==> config.mk <==
export PLATFORM = sky130hd
export DESIGN_NAME = bht_update_queue_flat
export DESIGN_NICKNAME = d
export VERILOG_FILES = /design/src/rtl/bht_update_queue_if.sv /design/src/rtl/bht_update_queue.sv /design/src/flat_wrapper.sv
export SDC_FILE = /design/constraint.sdc
export NUM_CORES = 1
export LEC_CHECK = 0
export CAP_MARGIN = 20
export CORE_AREA = 2 2 209 211
export DETAILED_ROUTE_END_ITERATION = 8
export DIE_AREA = 0 0 211 213
export GPL_TIMING_DRIVEN = 0
export MAX_ROUTING_LAYER = met4
export PLACE_DENSITY = 0.67
export RECOVER_POWER = 25
export SETUP_SLACK_MARGIN = 0.15
export SYNTH_ARGS = -nofsm -noshare
export SYNTH_HDL_FRONTEND = slang
export SYNTH_SLANG_ARGS = --single-unit
==> constraint.sdc <==
create_clock -name clk_i -period 12.95 [get_ports clk_i]
set_input_delay 3.885 -clock clk_i [delete_from_list [all_inputs] [get_ports clk_i]]
set_output_delay 3.885 -clock clk_i [all_outputs]
set_load 0.02 [all_outputs]
==> src/rtl/bht_update_queue_if.sv <==
// Producer/consumer bundle for the BHT update queue: two commit-port resolutions in,
// one BHT update out.
interface bht_update_queue_if #(
  parameter int VLEN = 64
) ();
  typedef struct packed {
    logic            valid;
    logic [VLEN-1:0] pc;
    logic            taken;
  } bht_update_t;

  // res_valid_i is fire-and-forget: ready_o is advisory, and a resolution with no free
  // slot is dropped and counted. bht_update_o.valid means the update is consumed that
  // same cycle, because the BHT has no back-pressure.
  logic [1:0]           res_valid_i;
  logic [1:0][VLEN-1:0] res_pc_i;
  logic [1:0]           res_taken_i;
  logic                 ready_o;
  bht_update_t          bht_update_o;

  modport master (
    output res_valid_i, res_pc_i, res_taken_i,
    input  ready_o, bht_update_o
  );

  modport slave (
    input  res_valid_i, res_pc_i, res_taken_i,
    output ready_o, bht_update_o
  );
endinterface

==> src/rtl/bht_update_queue.sv <==
// In-order queue of resolved branch outcomes. It takes up to two per cycle and replays
// one per cycle into the BHT update port.
module bht_update_queue #(
  parameter int DEPTH = 4,
  parameter int CNT_W = 8,
  parameter int VLEN  = 64
) (
  input  logic                       clk_i,
  input  logic                       rst_i,
  input  logic                       flush_i,
  input  logic                       debug_mode_i,
  bht_update_queue_if.slave          bus,
  output logic [$clog2(DEPTH+1)-1:0] usage_o,
  output logic [CNT_W-1:0]           drop_cnt_o
);
  localparam int PTR_W = $clog2(DEPTH);
  localparam int CW    = $clog2(DEPTH+1);
  localparam int SPW   = CW + 1;

  logic [VLEN-1:0]  pc_q    [DEPTH];
  logic             taken_q [DEPTH];
  logic [PTR_W-1:0] head_q, tail_q, tail_d, wr1_idx;
  logic [CW-1:0]    count_q, count_d;
  logic [CNT_W-1:0] drop_q, drop_d;
  logic [CNT_W:0]   drop_sum;
  logic [SPW-1:0]   space;
  logic             en, deq, acc0, acc1, drop0, drop1;

  always_comb begin
    en    = !flush_i && !debug_mode_i;
    deq   = (count_q != '0) && en;
    // A same-cycle dequeue frees a slot for the incoming resolutions.
    space = SPW'(DEPTH) - {1'b0, count_q} + SPW'(deq);
    acc0  = en && bus.res_valid_i[0] && (space != '0);
    acc1  = en && bus.res_valid_i[1] && (space >= (SPW'(acc0) + SPW'(1)));
    drop0 = en && bus.res_valid_i[0] && !acc0;
    drop1 = en && bus.res_valid_i[1] && !acc1;

    wr1_idx = tail_q + PTR_W'(acc0);
    tail_d  = tail_q + PTR_W'(acc0) + PTR_W'(acc1);
    count_d = count_q + CW'(acc0) + CW'(acc1) - CW'(deq);

    drop_sum = {1'b0, drop_q} + (CNT_W+1)'(drop0) + (CNT_W+1)'(drop1);
    drop_d   = drop_sum[CNT_W] ? '1 : drop_sum[CNT_W-1:0];
  end

  always_ff @(posedge clk_i or posedge rst_i) begin
    if (rst_i) begin
      for (int i = 0; i < DEPTH; i++) begin
        pc_q[i]    <= '0;
        taken_q[i] <= 1'b0;
      end
      head_q  <= '0;
      tail_q  <= '0;
      count_q <= '0;
      drop_q  <= '0;
    end else if (flush_i) begin
      head_q  <= '0;
      tail_q  <= '0;
      count_q <= '0;
    end else begin
      if (acc0) begin
        pc_q[tail_q]    <= bus.res_pc_i[0];
        taken_q[tail_q] <= bus.res_taken_i[0];
      end
      if (acc1) begin
        pc_q[wr1_idx]    <= bus.res_pc_i[1];
        taken_q[wr1_idx] <= bus.res_taken_i[1];
      end
      head_q  <= head_q + PTR_W'(deq);
      tail_q  <= tail_d;
      count_q <= count_d;
      drop_q  <= drop_d;
    end
  end

  assign bus.bht_update_o = {deq, pc_q[head_q], taken_q[head_q]};
  assign bus.ready_o      = (count_q <= CW'(DEPTH - 2));
  assign usage_o          = count_q;
  assign drop_cnt_o       = drop_q;
endmodule

==> src/flat_wrapper.sv <==
// flat-port wrapper written by rule: the top's interface ports become plain ports
module bht_update_queue_flat 
#(
  parameter int DEPTH = 4,
  parameter int CNT_W = 8,
  parameter int VLEN  = 64
)
  (clk_i, rst_i, flush_i, debug_mode_i, usage_o, drop_cnt_o, bus_res_valid_i, bus_res_pc_i, bus_res_taken_i, bus_ready_o, bus_bht_update_o);
  bht_update_queue_if #(.VLEN(VLEN)) bus_i ();
  input  logic clk_i;
  input  logic rst_i;
  input  logic flush_i;
  input  logic debug_mode_i;
  output logic [$clog2(DEPTH+1)-1:0] usage_o;
  output logic [CNT_W-1:0] drop_cnt_o;
  input wire logic [$bits(bus_i.res_valid_i)-1:0] bus_res_valid_i;
  input wire logic [$bits(bus_i.res_pc_i)-1:0] bus_res_pc_i;
  input wire logic [$bits(bus_i.res_taken_i)-1:0] bus_res_taken_i;
  output wire logic [$bits(bus_i.ready_o)-1:0] bus_ready_o;
  output wire logic [$bits(bus_i.bht_update_o)-1:0] bus_bht_update_o;
  assign bus_i.res_valid_i = bus_res_valid_i;
  assign bus_i.res_pc_i = bus_res_pc_i;
  assign bus_i.res_taken_i = bus_res_taken_i;
  assign bus_ready_o = bus_i.ready_o;
  assign bus_bht_update_o = bus_i.bht_update_o;
  bht_update_queue #(.DEPTH(DEPTH), .CNT_W(CNT_W), .VLEN(VLEN)) u_core (.clk_i(clk_i), .rst_i(rst_i), .flush_i(flush_i), .debug_mode_i(debug_mode_i), .bus(bus_i), .usage_o(usage_o), .drop_cnt_o(drop_cnt_o));
endmodule
==> flow_summary.json <==
{
  "synth-edff-count": 0,
  "postLayoutCellArea_um2": 21000,
  "grt_max_degree": 115,
  "drc": 0,
  "dp_hpwl_um": 28100,
  "ys_types": 39,
  "clk_pin_slew_ns": 0.05,
  "insertion_delay_ns": 0.54,
  "crit_path_max_fanout": 7,
  "worstHoldStart": "u_core.taken_q[2]",
  "cts_buffers": 35,
  "async_flop_share_pct": 100,
  "grt_setup_unrepaired": "false",
  "cp.arrival_ns": 5.65,
  "first_global_vias": 11000,
  "synth-main-ff-cell": "dfrtp_1",
  "worst_slack_ns": 3.42,
  "post_cts_resized": 0,
  "place.gp.congestion": 0.799,
  "rr_startpoint": "u_core.usage_o[2]",
  "num_vias": 9766,
  "synth_most_common_cell": "mux2_4",
  "yosys_warnings": 0,
  "dieHeight_um": 213,
  "port_buffers": 213,
  "grt_pass1_wl_um": 67300,
  "gr-total-overflow": 0,
  "core-area_um2": 42700,
  "hold_violations": 0,
  "num_rows": 76,
  "min_to": "u_core.taken_q[2]",
  "antenna_found_initial": 4,
  "clk_path_buf_depth": 3,
  "wire_per_inst_um": 23.2,
  "via_per_inst": 5.26,
  "synth.area.top_cells": "dfrtp_1 41%, mux2_4 34%, mux4_2 8.7%",
  "syn_inst": 1027,
  "ir_worst_vdd_mv": 0.121,
  "p_per_area_nw_per_um2": 211,
  "holdPathStages": 2,
  "syn_area_um2": 16900,
  "htreeDepth": 2,
  "drive_above_1_share_pct": 53.3,
  "yosysTopAreaCell": "dfrtp_1",
  "start_kind": "primary input",
  "cts_tree": "yes",
  "max_slew_margin_pct": -72.0,
  "dieArea_um2": 44900,
  "post-place-ws_ns": 3.42,
  "ys_seq_elements": 275,
  "status": "complete, but fails checks",
  "fin_nets": 1430,
  "initial_core_util_pct": 39.6,
  "nFillCells": 3624,
  "slew_violations": 52,
  "avgSynthCellArea_um2": 16.5,
  "clock-root-buffer": "clkbuf_16",
  "r2r_setup_slack_ns": 8.71,
  "cts_sinks": 275,
  "regToRegEndpoint": "u_core.drop_cnt_o[2]",
  "cp-end-kind": "output pin",
  "cap_violations": 1,
  "period_share_pct": 73.6,
  "leakage_nw": 9.67,
  "synth_seq_area_share_pct": 40.7,
  "max_clock_freq_mhz": 105,
  "synth_common_cells": "384 x mux2_4, 275 x dfrtp_1, 121 x mux2_2",
  "hold_path_class": "flop to flop",
  "synthDominantCellAreaShare_pct": 40.7,
  "die_w_um": 211,
  "setup_viol": 0,
  "cp.required_ns": 9.06,
  "hold_buffers": 0,
  "ant_nets": 0,
  "post_cts_buffers": 0,
  "worst_pin_slew_ns": 2.57,
  "area_delta_synth_final_pct": 24.3,
  "pin_count": 214,
  "syn_nets": 1177,
  "skew_ns": 0.0136,
  "grt_use_total_pct": 20.2,
  "r2r_cells": 15,
  "dr.first_iter.drc_count": 454,
  "period_minus_slack_ns": 9.53,
  "drtPass1Iterations": 4,
  "violations": "max-capacitance violations, max-slew violations",
  "place_area_um2": 19800,
  "critical_path_class": "primary input to output pin",
  "wirelength_um": 43100
}
## how the worst max path moves through the flow
stage | startpoint | end | slack (ns) | cells past startpoint
2_1_floorplan | rst_i | u_core.drop_cnt_o[0] | 1.48 | 1
3_3_place_gp | rst_i | u_core.pc_q[210] | -2.73 | 2
3_5_place_dp | flush_i | bus_bht_update_o[65] | 3.42 | 6
4_1_cts | flush_i | bus_bht_update_o[65] | 3.41 | 6
5_1_grt | flush_i | bus_bht_update_o[65] | 3.33 | 6
6_report | flush_i | bus_bht_update_o[65] | 3.42 | 6
## area by class of cell
| cell class | count | area, um2 | area share (%) |
|---|---|---|---|
| Antenna cell | 4 | 10.0 | 0.0476 |
| Buffer | 73 | 510 | 2.43 |
| Clock buffer | 55 | 1090 | 5.20 |
| Clock inverter | 7 | 114 | 0.542 |
| Inverter | 13 | 50.0 | 0.238 |
| Multi-Input combinational cell | 666 | 9470 | 45.1 |
| Sequential cell | 275 | 6880 | 32.8 |
| Tap cell | 546 | 683 | 3.25 |
| Timing Repair Buffer | 216 | 2200 | 10.5 |
## where the power goes
part	switching (mW)	internal [mW]	total [mW]	leakage, nW
combinational	0.714	1.30	2.01	5.58
sequential	0.195	1.20	1.39	3.50
clock	0.389	0.638	1.03	0.596
## per-layer routing
metal / part of all wire, % / track usage [%] / vias to the layer above
li1: - / - / 4361
met1: 46 / 27.0 / 5140
met2: 47 / 31.8 / 218
met3: 5.4 / 4.04 / 47
met4: 1.6 / 4.83 / 0
met5: 0 / - / -
## worst max-delay path, stage by stage
cell and delay (ns):
clkdlybuf4s50_1 0.53, nor2_1 0.23, o31ai_1 0.12, inv_1 0.16
buf_4 0.13, clkdlybuf4s50_1 0.59
## logic make-up after synthesis
family          after synthesis  share of synthesized area [%]
simple gates                 42                           1.45
compound gates               17                           1.22
mux                         588                           51.9
xor+xnor                      5                          0.259
fa+ha+maj                    14                           1.17
buf+inv                      86                           3.31
flops                       275                           40.7
## flip-flops by register name, indices dropped and copies added, names as in the netlist
signal	cells
u_core.drop_cnt_o	8
u_core.head_q	2
u_core.pc_q	256
u_core.tail_q	2
u_core.taken_q	4
u_core.usage_o	3
## cell usage in the layout (no fill, tap or decap), types with 2 or more instances in the layout
master           instances
buf_2                   30
clkbuf_8                10
clkdlybuf4s50_1        212
fa_1                     3
o21ai_0                  3
clkbuf_16               37
xnor2_1                  4
nand2b_1                 2
clkbuf_1                20
nand3b_1                 3
bufinv_16                3
mux2i_1                 18
mux2_4                 384
clkinv_2                 3
buf_1                    2
nand2_1                  5
a21oi_1                  3
buf_6                   24
ha_1                    11
buf_4                    5
a2111oi_4                4
nand3_1                  7
diode_2                  4
or3_1                    2
mux4_2                  65
mux2_2                 121
inv_1                   12
buf_16                   2
dfrtp_1                275
nor2b_1                  5
nor2_1                  11
## metrics by stage
stage	setup TNS, ns	hold WS (ns)	power [mW]	utilization [%]	cells
2_1_floorplan	0	0.528	2.82	-	1027
3_3_place_gp	-742.73	0.548	3.37	46.2	1786
3_5_place_dp	0	0.567	3.41	46.3	1788
4_1_cts	0	0.579	4.47	49.2	1850
5_1_grt	0	0.608	4.67	49.2	1855
6_report	0	0.572	4.43	49.2	1855
Power figures use the tool's default switching activity.
